`config.mk`:
```
export PLATFORM = sky130hd
export DESIGN_NAME = score_keeper_flat
export DESIGN_NICKNAME = d
export VERILOG_FILES = /design/src/rtl/score_keeper_if.sv /design/src/rtl/score_keeper.sv /design/src/flat_wrapper.sv
export SDC_FILE = /design/constraint.sdc
export NUM_CORES = 1
export LEC_CHECK = 0
export ABC_AREA = 0
export CORE_ASPECT_RATIO = 1.2
export CORE_MARGIN = 5
export CORE_UTILIZATION = 48
export CTS_CLUSTER_SIZE = 12
export DETAILED_ROUTE_END_ITERATION = 10
export GPL_TIMING_DRIVEN = 0
export HOLD_SLACK_MARGIN = 0.06
export PLACE_DENSITY = 0.75
export SKIP_CTS_REPAIR_TIMING = 1
export SYNTH_ARGS = -nofsm -noshare
export SYNTH_HDL_FRONTEND = slang
export SYNTH_SLANG_ARGS = --single-unit
```
`constraint.sdc`:
```
create_clock -name BALL_CLOCK -period 2 [get_ports BALL_CLOCK]
set_input_delay 0.6 -clock BALL_CLOCK [delete_from_list [all_inputs] [get_ports BALL_CLOCK]]
set_output_delay 0.6 -clock BALL_CLOCK [all_outputs]
set_load 0.01 [all_outputs]
```
`src/rtl/score_keeper_if.sv`:
```
// Event and score bundle between the playfield logic, the score keeper and the LED animation stage.
interface score_keeper_if #(
    parameter int SCORE_WIDTH = 4
);
    logic                   ball_exit_left;
    logic                   ball_exit_right;
    logic                   new_game;
    logic                   goal_player_1;
    logic                   goal_player_2;
    logic                   win_player_1;
    logic                   win_player_2;
    logic [SCORE_WIDTH-1:0] score_player_1;
    logic [SCORE_WIDTH-1:0] score_player_2;
    logic                   game_active;
    logic                   ball_reset;
    logic                   serve_to_player_1;

    modport master (
        output ball_exit_left, ball_exit_right, new_game,
        input  goal_player_1, goal_player_2, win_player_1, win_player_2,
        input  score_player_1, score_player_2, game_active, ball_reset, serve_to_player_1
    );

    modport slave (
        input  ball_exit_left, ball_exit_right, new_game,
        output goal_player_1, goal_player_2, win_player_1, win_player_2,
        output score_player_1, score_player_2, game_active, ball_reset, serve_to_player_1
    );
endinterface

```
`src/rtl/score_keeper.sv`:
```
// Turns ball-exit events into per-player scores, goal/win pulses and serve control,
// freezing play for a fixed pause after every point so the goal animation can finish.
module score_keeper #(
    parameter int WIN_SCORE   = 5,
    parameter int SCORE_WIDTH = 4,
    parameter int PAUSE_TICKS = 112
) (
    input  logic           BALL_CLOCK,
    input  logic           RESET_N,
    score_keeper_if.slave  bus
);
    localparam int CW = (PAUSE_TICKS > 1) ? $clog2(PAUSE_TICKS) : 1;
    localparam logic [CW-1:0]          PAUSE_LOAD = CW'(PAUSE_TICKS - 1);
    localparam logic [SCORE_WIDTH-1:0] WIN_VALUE  = SCORE_WIDTH'(WIN_SCORE);

    typedef enum logic [1:0] {
        WAIT_START = 2'd0,
        PAUSE      = 2'd1,
        PLAY       = 2'd2
    } state_t;

    state_t                 state;
    logic [CW-1:0]          pause_count;
    logic [SCORE_WIDTH-1:0] inc_player_1;
    logic [SCORE_WIDTH-1:0] inc_player_2;

    assign inc_player_1 = bus.score_player_1 + SCORE_WIDTH'(1);
    assign inc_player_2 = bus.score_player_2 + SCORE_WIDTH'(1);

    // new_game overrides everything, including an exit on the same edge
    always_ff @(posedge BALL_CLOCK or negedge RESET_N) begin
        if (!RESET_N) begin
            state                 <= WAIT_START;
            pause_count           <= '0;
            bus.score_player_1    <= '0;
            bus.score_player_2    <= '0;
            bus.goal_player_1     <= 1'b0;
            bus.goal_player_2     <= 1'b0;
            bus.win_player_1      <= 1'b0;
            bus.win_player_2      <= 1'b0;
            bus.ball_reset        <= 1'b0;
            bus.game_active       <= 1'b0;
            bus.serve_to_player_1 <= 1'b1;
        end else begin
            bus.goal_player_1 <= 1'b0;
            bus.goal_player_2 <= 1'b0;
            bus.win_player_1  <= 1'b0;
            bus.win_player_2  <= 1'b0;
            bus.ball_reset    <= 1'b0;
            if (bus.new_game) begin
                bus.score_player_1 <= '0;
                bus.score_player_2 <= '0;
                pause_count        <= PAUSE_LOAD;
                bus.game_active    <= 1'b0;
                state              <= PAUSE;
            end else begin
                case (state)
                    WAIT_START: begin
                        bus.game_active <= 1'b0;
                    end
                    PAUSE: begin
                        if (pause_count == '0) begin
                            bus.ball_reset  <= 1'b1;
                            bus.game_active <= 1'b1;
                            state           <= PLAY;
                        end else begin
                            pause_count <= pause_count - CW'(1);
                        end
                    end
                    PLAY: begin
                        // A simultaneous exit on both edges is treated as a glitch and ignored
                        if (bus.ball_exit_left ^ bus.ball_exit_right) begin
                            bus.game_active       <= 1'b0;
                            bus.serve_to_player_1 <= bus.ball_exit_left;
                            if (bus.ball_exit_right) begin
                                bus.score_player_1 <= inc_player_1;
                                if (inc_player_1 == WIN_VALUE) begin
                                    bus.win_player_1 <= 1'b1;
                                    state            <= WAIT_START;
                                end else begin
                                    bus.goal_player_1 <= 1'b1;
                                    pause_count       <= PAUSE_LOAD;
                                    state             <= PAUSE;
                                end
                            end else begin
                                bus.score_player_2 <= inc_player_2;
                                if (inc_player_2 == WIN_VALUE) begin
                                    bus.win_player_2 <= 1'b1;
                                    state            <= WAIT_START;
                                end else begin
                                    bus.goal_player_2 <= 1'b1;
                                    pause_count       <= PAUSE_LOAD;
                                    state             <= PAUSE;
                                end
                            end
                        end
                    end
                    default: begin
                        bus.game_active <= 1'b0;
                        state           <= WAIT_START;
                    end
                endcase
            end
        end
    end
endmodule
```
`src/flat_wrapper.sv`:
```
// flat-port wrapper written by rule: the top's interface ports become plain ports
module score_keeper_flat 
#(
    parameter int WIN_SCORE   = 5,
    parameter int SCORE_WIDTH = 4,
    parameter int PAUSE_TICKS = 112
)
  (BALL_CLOCK, RESET_N, bus_ball_exit_left, bus_ball_exit_right, bus_new_game, bus_goal_player_1, bus_goal_player_2, bus_win_player_1, bus_win_player_2, bus_score_player_1, bus_score_player_2, bus_game_active, bus_ball_reset, bus_serve_to_player_1);
  score_keeper_if #(.SCORE_WIDTH(SCORE_WIDTH)) bus_i ();
  input  logic BALL_CLOCK;
  input  logic RESET_N;
  input wire logic [$bits(bus_i.ball_exit_left)-1:0] bus_ball_exit_left;
  input wire logic [$bits(bus_i.ball_exit_right)-1:0] bus_ball_exit_right;
  input wire logic [$bits(bus_i.new_game)-1:0] bus_new_game;
  output wire logic [$bits(bus_i.goal_player_1)-1:0] bus_goal_player_1;
  output wire logic [$bits(bus_i.goal_player_2)-1:0] bus_goal_player_2;
  output wire logic [$bits(bus_i.win_player_1)-1:0] bus_win_player_1;
  output wire logic [$bits(bus_i.win_player_2)-1:0] bus_win_player_2;
  output wire logic [$bits(bus_i.score_player_1)-1:0] bus_score_player_1;
  output wire logic [$bits(bus_i.score_player_2)-1:0] bus_score_player_2;
  output wire logic [$bits(bus_i.game_active)-1:0] bus_game_active;
  output wire logic [$bits(bus_i.ball_reset)-1:0] bus_ball_reset;
  output wire logic [$bits(bus_i.serve_to_player_1)-1:0] bus_serve_to_player_1;
  assign bus_i.ball_exit_left = bus_ball_exit_left;
  assign bus_i.ball_exit_right = bus_ball_exit_right;
  assign bus_i.new_game = bus_new_game;
  assign bus_goal_player_1 = bus_i.goal_player_1;
  assign bus_goal_player_2 = bus_i.goal_player_2;
  assign bus_win_player_1 = bus_i.win_player_1;
  assign bus_win_player_2 = bus_i.win_player_2;
  assign bus_score_player_1 = bus_i.score_player_1;
  assign bus_score_player_2 = bus_i.score_player_2;
  assign bus_game_active = bus_i.game_active;
  assign bus_ball_reset = bus_i.ball_reset;
  assign bus_serve_to_player_1 = bus_i.serve_to_player_1;
  score_keeper #(.WIN_SCORE(WIN_SCORE), .SCORE_WIDTH(SCORE_WIDTH), .PAUSE_TICKS(PAUSE_TICKS)) u_core (.BALL_CLOCK(BALL_CLOCK), .RESET_N(RESET_N), .bus(bus_i));
endmodule
```
## Word-level counts from Yosys, hierarchy flattened

Index checks and enable logic that the tools add are counted.

- Add/subtract/negate cells: 3
- Equal/unequal tests: 11
- Muxes and demuxes: 49
- Bitwise gates (word level): 2
- Reductions and logical operators: 12

Operator list:

| cell | count |
|---|---|
| 7-bit two-way mux | 6 |
| 4-bit two-way mux | 8 |
| 1-bit two-way mux | 28 |
| 7-bit case mux with 2 select lines | 1 |
| 3-bit AND reduction | 4 |
| 4-bit by 1-bit adder with 4-bit output (second input constant) | 2 |
| 4-bit by 3-bit equality test with 1-bit output (second input constant) | 2 |
| 2-bit two-way mux | 4 |
| 4-bit != test (second input constant) | 2 |
| 7-bit logical NOT | 1 |
| 7-bit by 1-bit subtractor with 7-bit output (second input constant) | 1 |
| 3-bit by 2-bit != test with 1-bit output (second input constant) | 2 |
| 2-bit case mux with 3 select lines | 1 |
| 2-bit nonzero test | 3 |
| 5-bit AND reduction | 1 |
| 3-bit != test (second input constant) | 1 |
| 3-bit nonzero test | 1 |
| 2-bit by 1-bit equality test with 1-bit output (second input constant) | 1 |
| 2-bit equality test (second input constant) | 1 |
| 2-bit logical NOT | 1 |
| 2-bit by 1-bit != test with 1-bit output (second input constant) | 1 |
| 2-bit != test (second input constant) | 1 |
| 1-bit case mux with 2 select lines | 1 |
| 2-bit AND reduction | 1 |
| 2 further kinds | 2 |

- Register bits: 24
- Input port bits: 5
- Output and inout port bits: 15

## Longest topological paths before layout

Gate-level depths: netlist of the first run.

- Word-level depth: 7
- Depth in mapped cells: 8

## Worst setup path after synthesis of the first run

OpenSTA, ideal clock, no wires.

- Path type: reg2reg
- From: reg u_core.pause_count[0]
- To: reg u_core.pause_count[3]
- Library setup time: 96 ps
- Arrival: 1988 ps
- Required time: 1904 ps
- Setup slack: -84 ps
- Stages on the path, launching flop included: 9
- Buffers on the path: 1
- Period minus slack after synthesis: 2084 ps
- Cells stage by stage: dfrtp_1 inv_1 ha_1 or4b_4 or3_1 a21o_1 buf_6 and4_4 nor4_2

- Longest elaborated chain between the ends: 4
- Elaborated cells between the ends (all ways): 7
- Classes of those cells: add/sub (1); eq/ne (1); mux (3); reduce/logical (2)

Ends and longest elaborated chain:

| what | line | RTL |
|---|---|---|
| from (decl) | score_keeper.sv:23 | `logic [CW-1:0] pause_count;` |
| from (signal assigned) | score_keeper.sv:67 | `pause_count <= pause_count - CW'(1);` |
| 7-bit by 1-bit subtractor with 7-bit output | score_keeper.sv:67 |  |
| 7-bit two-way mux | score_keeper.sv:62 | `if (pause_count == '0) begin` |
| 7-bit case mux with 2 select lines | score_keeper.sv:57 | `case (state)` |
| 7-bit two-way mux | score_keeper.sv:50 | `if (bus.new_game) begin` |

Several ways; a longest one is shown, not always the timed one. The select of a mux whose other input is x is not followed.
A chain may end at the register's enable or synchronous reset.

## Final worst setup path of the first run

- From: reg u_core.pause_count[1]
- To: reg u_core.pause_count[3]

The elaborated chain is that of the path after synthesis.

==> results of run 1 <==
## cells in the mapped netlist, types with 2 or more instances
library cell | count | area share (%)
and2_1 | 2 | 0.94
mux2i_1 | 4 | 3.0
nand3b_1 | 2 | 1.1
inv_1 | 6 | 1.7
or3_1 | 2 | 0.94
nand2_1 | 4 | 1.1
a31oi_1 | 3 | 1.4
dfrtp_1 | 23 | 43
o31ai_1 | 2 | 1.1
a21oi_1 | 5 | 1.9
xnor2_1 | 2 | 1.3
nand4bb_1 | 2 | 1.7
and3b_1 | 2 | 1.3
nor2_1 | 19 | 5.3
o21ai_1 | 4 | 1.5
a21o_1 | 2 | 1.1
nand2b_1 | 2 | 0.94
xor2_1 | 5 | 3.3
nand4_1 | 3 | 1.4
ha_1 | 5 | 4.7
nor3b_1 | 5 | 2.8
nor3_1 | 6 | 2.2
clkbuf_1 | 4 | 1.1
nor4b_1 | 2 | 1.3
nor2b_1 | 3 | 1.4
## sequential cells by signal (all words and copies together), names as in the netlist
register	cells
u_core.bus.ball_reset	1
u_core.bus.game_active	1
u_core.bus.goal_player_1	1
u_core.bus.goal_player_2	1
u_core.bus.score_player_1	4
u_core.bus.score_player_2	4
u_core.bus.serve_to_player_1	1
u_core.bus.win_player_1	1
u_core.bus.win_player_2	1
u_core.pause_count	7
u_core.state	2
## power by group through the flow
| stage | sequential, uW | clock, uW | combinational (uW) |
|---|---|---|---|
| global route | 496 | 252 | 64.0 |
| detailed placement | 505 | 0 | 45.4 |
| CTS | 496 | 232 | 46.0 |
| global placement | 505 | 0 | 43.5 |
| floorplan | 504 | 0 | 23.7 |
| finish | 496 | 224 | 56.7 |
## routing by layer
metal  vias up  track usage, %  share of wire [%]
met5         -               0                  0
met4         0           5.217                1.3
met3         4           2.453                3.4
met2        21           29.38                 53
met1       534           17.63                 43
li1        531               -                  -
## final cells by class
type	count	area, um2	area share (%)
well taps	34	42.54	2.591
repair buffers	21	205.2	12.50
multi-input cells	101	713.2	43.45
inverters	6	22.52	1.372
flip-flops and latches	24	604.3	36.81
clock buffers	4	26.28	1.601
plain buffers	5	27.53	1.677
## cell families (layout without fill, tap and decap cells)
| group | after synthesis | after routing | synth area share, % |
|---|---|---|---|
| buf+inv | 11 | 36 | 3.648 |
| mux | 4 | 4 | 2.994 |
| compound gates | 23 | 23 | 10.85 |
| simple gates | 62 | 62 | 28.25 |
| fa+ha+maj | 5 | 5 | 4.677 |
| flops | 24 | 24 | 45.00 |
| xor+xnor | 7 | 7 | 4.584 |
## per-stage QoR
| stage | util [%] | instances | area (um2) | total power [uW] |
|---|---|---|---|---|
| floorplan | - | 136 | 1338 | 527.8 |
| global placement | 56.73 | 187 | 1550 | 548.2 |
| detailed placement | 56.73 | 187 | 1550 | 550.8 |
| CTS | 57.69 | 191 | 1577 | 774.7 |
| global route | 60.07 | 195 | 1642 | 812.4 |
| finish | 60.07 | 195 | 1642 | 776.1 |
## critical path, cell delays in order, from the launching register on
cell	delay, ns
dfrtp_1	0.41
inv_2	0.08
ha_4	0.14
or4b_4	0.46
or3_4	0.34
a21o_1	0.17
buf_6	0.14
and4_4	0.19
nor4_2	0.12
## final timing paths
check | startpoint | to | slack [ns] | cells past startpoint
setup / recovery | u_core.pause_count[1] | u_core.pause_count[3] | -0.12 | 8
hold / removal | u_core.bus.serve_to_player_1 | u_core.bus.serve_to_player_1 | 0.53 | 2
setup reg to reg | u_core.pause_count[1] | u_core.pause_count[3] | -0.12 | 8
hold reg to reg | u_core.bus.serve_to_player_1 | u_core.bus.serve_to_player_1 | 0.53 | 2
max in group asynchronous | RESET_N | u_core.bus.score_player_2[1] | 0.40 | 1
min in group asynchronous | RESET_N | u_core.state[0] | 0.87 | 1
## placed cells by master, fill, tap and decap left out, types with 3 or more instances in the layout
cell type	instances
nand4_1	3
clkbuf_4	3
nor3_1	6
ha_1	4
clkdlybuf4s50_1	15
dfrtp_1	21
buf_4	4
inv_1	4
nor2b_1	3
nor3b_1	5
nand2_1	4
clkbuf_1	4
a21oi_1	4
a31oi_1	3
o21ai_1	4
nor2_1	19
xor2_1	5
mux2i_1	4
==> qor.txt, run 1 <==
Status -> finished, violations left
Violated checks -> setup timing
Final weighted congestion of routability-driven global placement -> 0.7669
Clock tree from TritonCTS -> done
# port buffers -> 17
Die Width -> 58.19 um
Post-Synthesis Net Count -> 146
Initial antenna violation count -> 0
Core area -> 0.002733 mm2
Area Overhead vs Synth -> 22.73%
Minimum hold slack -> 0.5305 ns
Post-Syn Instances -> 136
Count of routing violations after the opening detailed-route iteration -> 27
Per-instance average area after synthesis -> 9.835 um2
Antenna-violating nets left -> 0
Synthesis warning total -> 0
Share of total power in combinational logic -> 7.3%
Skew-Pair Late Insertion Delay -> 0.32 ns
Via-to-Cell Ratio -> 5.590
Async S/R FF share, synth -> 100.0%
Longest Clk Path Bufs -> 2
CTS Root Buffer Type -> clkbuf_4
Critical path type -> register to register
Clock input transition at the sequential cells of the worst setup and hold paths -> 0.13 ns
Count of filler cells inserted in the layout -> 239
Final antenna diode count -> 0
Critical Path Source Type -> register
Internal portion of total power -> 588.8 uW
Library cells used by synthesis -> 42
Number of rows in the core area -> 21
Worst supply voltage drop on vdd -> 0.3315 mV
Setup TNS after final layout -> -0.3891 ns
Initial Util -> 48.95%
Crit Path Max Fanout -> 10
Timing-limited maximum frequency -> 471.9 MHz
CP endpoint kind -> register
Transition time at the pin with the least slew margin -> 1.111 ns
Maxcap violations -> 0
Crit path time final -> 2.119 ns
Total wirelength of the detailed-routed design -> 2873 um
Switching part of the total -> 24.13%
Portion of total power attributed to the clock network -> 28.8%
HPWL Detailed -> 2019 um
Worst EP required -> 2.24 ns
Number of top-level design ports -> 20
Synthesized area -> 0.001338 mm2
Setup clock skew after layout -> 0.005604 ns
Pins Over Slew Limit -> 0
Static power due to leakage -> 0.0006521 uW
Largest net degree at the start of global routing -> 25
Chip Height -> 67.83 um
Sink count of the clock tree -> 24
Placement-stage worst setup slack -> -0.5445 ns
Most used flip-flop cell after synthesis -> dfrtp_1
Sequential share of the synthesized area -> 45.00%
Via count of the routed design -> 1,090
Remaining global-route overflow -> 0
Die outline area -> 0.003947 mm2
Final Hold Viols -> 0
Post-route clock period utilization -> 106.0%
Number of global-route vias before repair -> 1,060
RSZ-0062 raised after global routing -> true
Final setup slack of the worst path -> -0.1191 ns
Fraction of layout cells with a size suffix above 1 -> 13.66%
Worst slew margin relative to its limit -> 25.69%
Sequential power share -> 63.9%
Max H-tree Level -> 1
Cell area power density -> 472.8 mW/mm2
Number of synthesized flops with an enable pin -> 0
Hold crit path type -> register to register
Number of buffers added by the clock tree synthesis step -> 3
First drt pass iteration count -> 4
Final routed DRC violation total -> 0
Number of setup violations in the final report -> 7
Switching pwr -> 187.3 uW
Post-detailed-route wirelength per cell -> 14.73 um
Net count, final -> 172
Total Routing Usage GR -> 15.53%
Wire length of the first global-routing pass -> 4747 um
Crit path DAT -> 2.36 ns
#FFs+latches synth -> 24
Power figures use the tool's default switching activity.
==> run 2: changes to the inputs <==
--- a/config.mk
+++ b/config.mk
@@ -8,3 +8,3 @@
 export ABC_AREA = 0
-export CORE_ASPECT_RATIO = 1.2
+export CORE_ASPECT_RATIO = 1.4
 export CORE_MARGIN = 5
--- a/constraint.sdc
+++ b/constraint.sdc
@@ -3,2 +3,2 @@
 set_output_delay 0.6 -clock BALL_CLOCK [all_outputs]
-set_load 0.01 [all_outputs]
+set_load 0.005 [all_outputs]
==> run 2 against run 1 <==
  * The flow still finishes with violations (setup timing)
  * Global-route usage up 0.12 points
  * Cell count rose by 3.1%
  * Fmax is 1.4% lower
  * Flip-flop and latch count stayed put
  * Clock-buffer cell count did not move
  * Register-to-register slack got worse by 0.03 ns
  * Clock skew is 0.0025 ns lower
  * Worst setup slack lost 0.029 ns
  * Final area rose by 3.2%
  * Clock power rose by 13%
  * Highest routed layer unchanged
==> qor.txt, run 2 (synthesis gave the netlist of run 1 again) <==
First drt pass iteration count -> 4 (unchanged)
Fraction of layout cells with a size suffix above 1 -> 16.97% (was 13.66%)
Largest net degree at the start of global routing -> 25 (unchanged)
Minimum hold slack -> 0.5067 ns (was 0.5305 ns)
Cell area power density -> 477.2 mW/mm2 (was 472.8 mW/mm2)
Via count of the routed design -> 1,110 (was 1,090)
Core area -> 0.002643 mm2 (was 0.002733 mm2)
Initial antenna violation count -> 0 (unchanged)
Number of top-level design ports -> 20 (unchanged)
Slowest Stage Delay on Critical Path -> 0.47 ns (was 0.46 ns)
Maxcap violations -> 0 (unchanged)
Pins Over Slew Limit -> 0 (unchanged)
Net count, final -> 176 (was 172)
Die Width -> 54.62 um (was 58.19 um)
Worst EP required -> 2.23 ns (was 2.24 ns)
Crit path time final -> 2.149 ns (was 2.119 ns)
Total Routing Usage GR -> 15.66% (was 15.53%)
Static power due to leakage -> 0.0006769 uW (was 0.0006521 uW)
Final Hold Viols -> 0 (unchanged)
Crit path buffers/inverters -> 2 (unchanged)
Overall power after layout -> 808.5 uW (was 776.1 uW)
Antenna-violating nets left -> 0 (unchanged)
Die outline area -> 0.003957 mm2 (was 0.003947 mm2)
Commonest non-fill, non-tap cell in the layout -> dfrtp_1 (unchanged)
Post-route clock period utilization -> 107.4% (was 106.0%)
Clock tree from TritonCTS -> done (unchanged)
Count of routing violations after the opening detailed-route iteration -> 30 (was 27)
Critical path type -> register to register (unchanged)
Crit Path Max Fanout -> 5 (was 10)
Storage element area -> 605.6 um2 (was 604.3 um2)
# port buffers -> 17 (unchanged)
Largest registers ranked by flip-flop count -> u_core.pause_count x7, u_core.bus.score_player_1 x4, u_core.bus.score_player_2 x4 (unchanged)
Longest Clk Path Bufs -> 2 (unchanged)
Register with the highest flop count -> u_core.pause_count (unchanged)
Crit path DAT -> 2.38 ns (was 2.36 ns)
Critical Path Source Type -> register (unchanged)
Number of rows in the core area -> 22 (was 21)
Skew-Pair Late Insertion Delay -> 0.31 ns (was 0.32 ns)
HPWL Detailed -> 2003 um (was 2019 um)
Sequence of cells on the critical path -> inv_2, ha_4, or4b_4, or3_4, a21o_1, buf_6, and4_4, nor4_4 (was inv_2, ha_4, or4b_4, or3_4, a21o_1, buf_6, and4_4, nor4_2)
Worst supply voltage drop on vdd -> 0.3956 mV (was 0.3315 mV)
Number of global-route vias before repair -> 1,076 (was 1,060)
Kind of cell adding the most delay to the critical path -> simple AND/OR/NAND/NOR gates (unchanged)
Area of the multi-input gates -> 725.7 um2 (was 713.2 um2)
Clock input transition at the sequential cells of the worst setup and hold paths -> 0.13 ns (about the same)
Final weighted congestion of routability-driven global placement -> 0.8261 (was 0.7669)
CP max stage cell -> or4b_4 (unchanged)
Total wirelength of the detailed-routed design -> 2767 um (was 2873 um)
Number of setup violations in the final report -> 8 (was 7)
Number of buffers added by the clock tree synthesis step -> 3 (unchanged)
Post-route core utilization -> 64.11% (was 60.07%)
Transition time at the pin with the least slew margin -> 1.051 ns (was 1.111 ns)
Final antenna diode count -> 0 (unchanged)
Area Overhead vs Synth -> 26.66% (was 22.73%)
Max H-tree Level -> 1 (unchanged)
Wire length of the first global-routing pass -> 4664 um (was 4747 um)
Via-to-Cell Ratio -> 5.522 (was 5.590)
Count of filler cells inserted in the layout -> 219 (was 239)
Status -> finished, violations left (unchanged)
Final setup slack of the worst path -> -0.1486 ns (was -0.1191 ns)
Violated checks -> setup timing (unchanged)
Remaining global-route overflow -> 0 (unchanged)
Timing-limited maximum frequency -> 465.4 MHz (was 471.9 MHz)
Post-detailed-route wirelength per cell -> 13.77 um (was 14.73 um)
Sink count of the clock tree -> 24 (unchanged)
Initial Util -> 50.62% (was 48.95%)
CTS Root Buffer Type -> clkbuf_4 (unchanged)
CP endpoint kind -> register (unchanged)
RSZ-0062 raised after global routing -> true (unchanged)
Worst slew margin relative to its limit -> 29.69% (was 25.69%)
Chip Height -> 72.46 um (was 67.83 um)
Hold crit path type -> register to register (unchanged)
Setup clock skew after layout -> 0.003095 ns (was 0.005604 ns)
Flip-flop count of the largest register after layout -> 7 (unchanged)
Final routed DRC violation total -> 0 (unchanged)
Top library cells by usage in the layout, fill and taps aside -> dfrtp_1, nor2_1, clkdlybuf4s50_1 (unchanged)
run 2: worst paths after layout:
path                                               from                           end  slack, ns  cells past startpoint
max in group asynchronous                       RESET_N  u_core.bus.score_player_2[0]       0.46                      1
min in group asynchronous                       RESET_N  u_core.bus.score_player_1[2]       0.85                      1
setup reg to reg                  u_core.pause_count[1]         u_core.pause_count[3]      -0.15                      8
hold reg to reg            u_core.bus.serve_to_player_1  u_core.bus.serve_to_player_1       0.51                      2
setup / recovery                  u_core.pause_count[1]         u_core.pause_count[3]      -0.15                      8
hold / removal             u_core.bus.serve_to_player_1  u_core.bus.serve_to_player_1       0.51                      2
run 2: area by class of cell:
type | count | share of cell area, %
Multi-Input combinational cell | 101 | 42.84
Sequential cell | 24 | 35.75
Timing Repair Buffer | 25 | 13.74
Tap cell | 36 | 2.659
Clock buffer | 4 | 2.142
Buffer | 5 | 1.551
Inverter | 6 | 1.329
run 2: metrics by stage:
step	setup TNS, ns	setup slack, ns	instance area, um2	cells
global route	-1.322	-0.2084	1694	201
floorplan	-0.1366	-0.08364	1338	136
finish	-0.7733	-0.1486	1694	201
detailed placement	-4.242	-0.6071	1553	189
global placement	-3.810	-0.5653	1553	189
CTS	-1.515	-0.2727	1589	193
run 2: where the power goes:
part | switching [uW] | internal (uW) | total [uW]
Clock | 142 | 111 | 253
Sequential | 6.39 | 490 | 497
Combinational | 35.1 | 23.6 | 58.7
Total | 183 | 625 | 808
run 2: tightest hold or removal path, stage by stage, from the launching register on:
cell and delay, ns:
dfstp_2 0.40, o21ai_1 0.06, o21ai_1 0.06
run 2: layer usage:
| layer | global-route usage (%) | share of wire (%) | vias up |
|---|---|---|---|
| met3 | 1.848 | 4.3 | 4 |
| met4 | 5.817 | 1.3 | 0 |
| li1 | - | - | 539 |
| met5 | 0 | 0 | - |
| met2 | 26.71 | 54 | 20 |
| met1 | 19.45 | 41 | 547 |
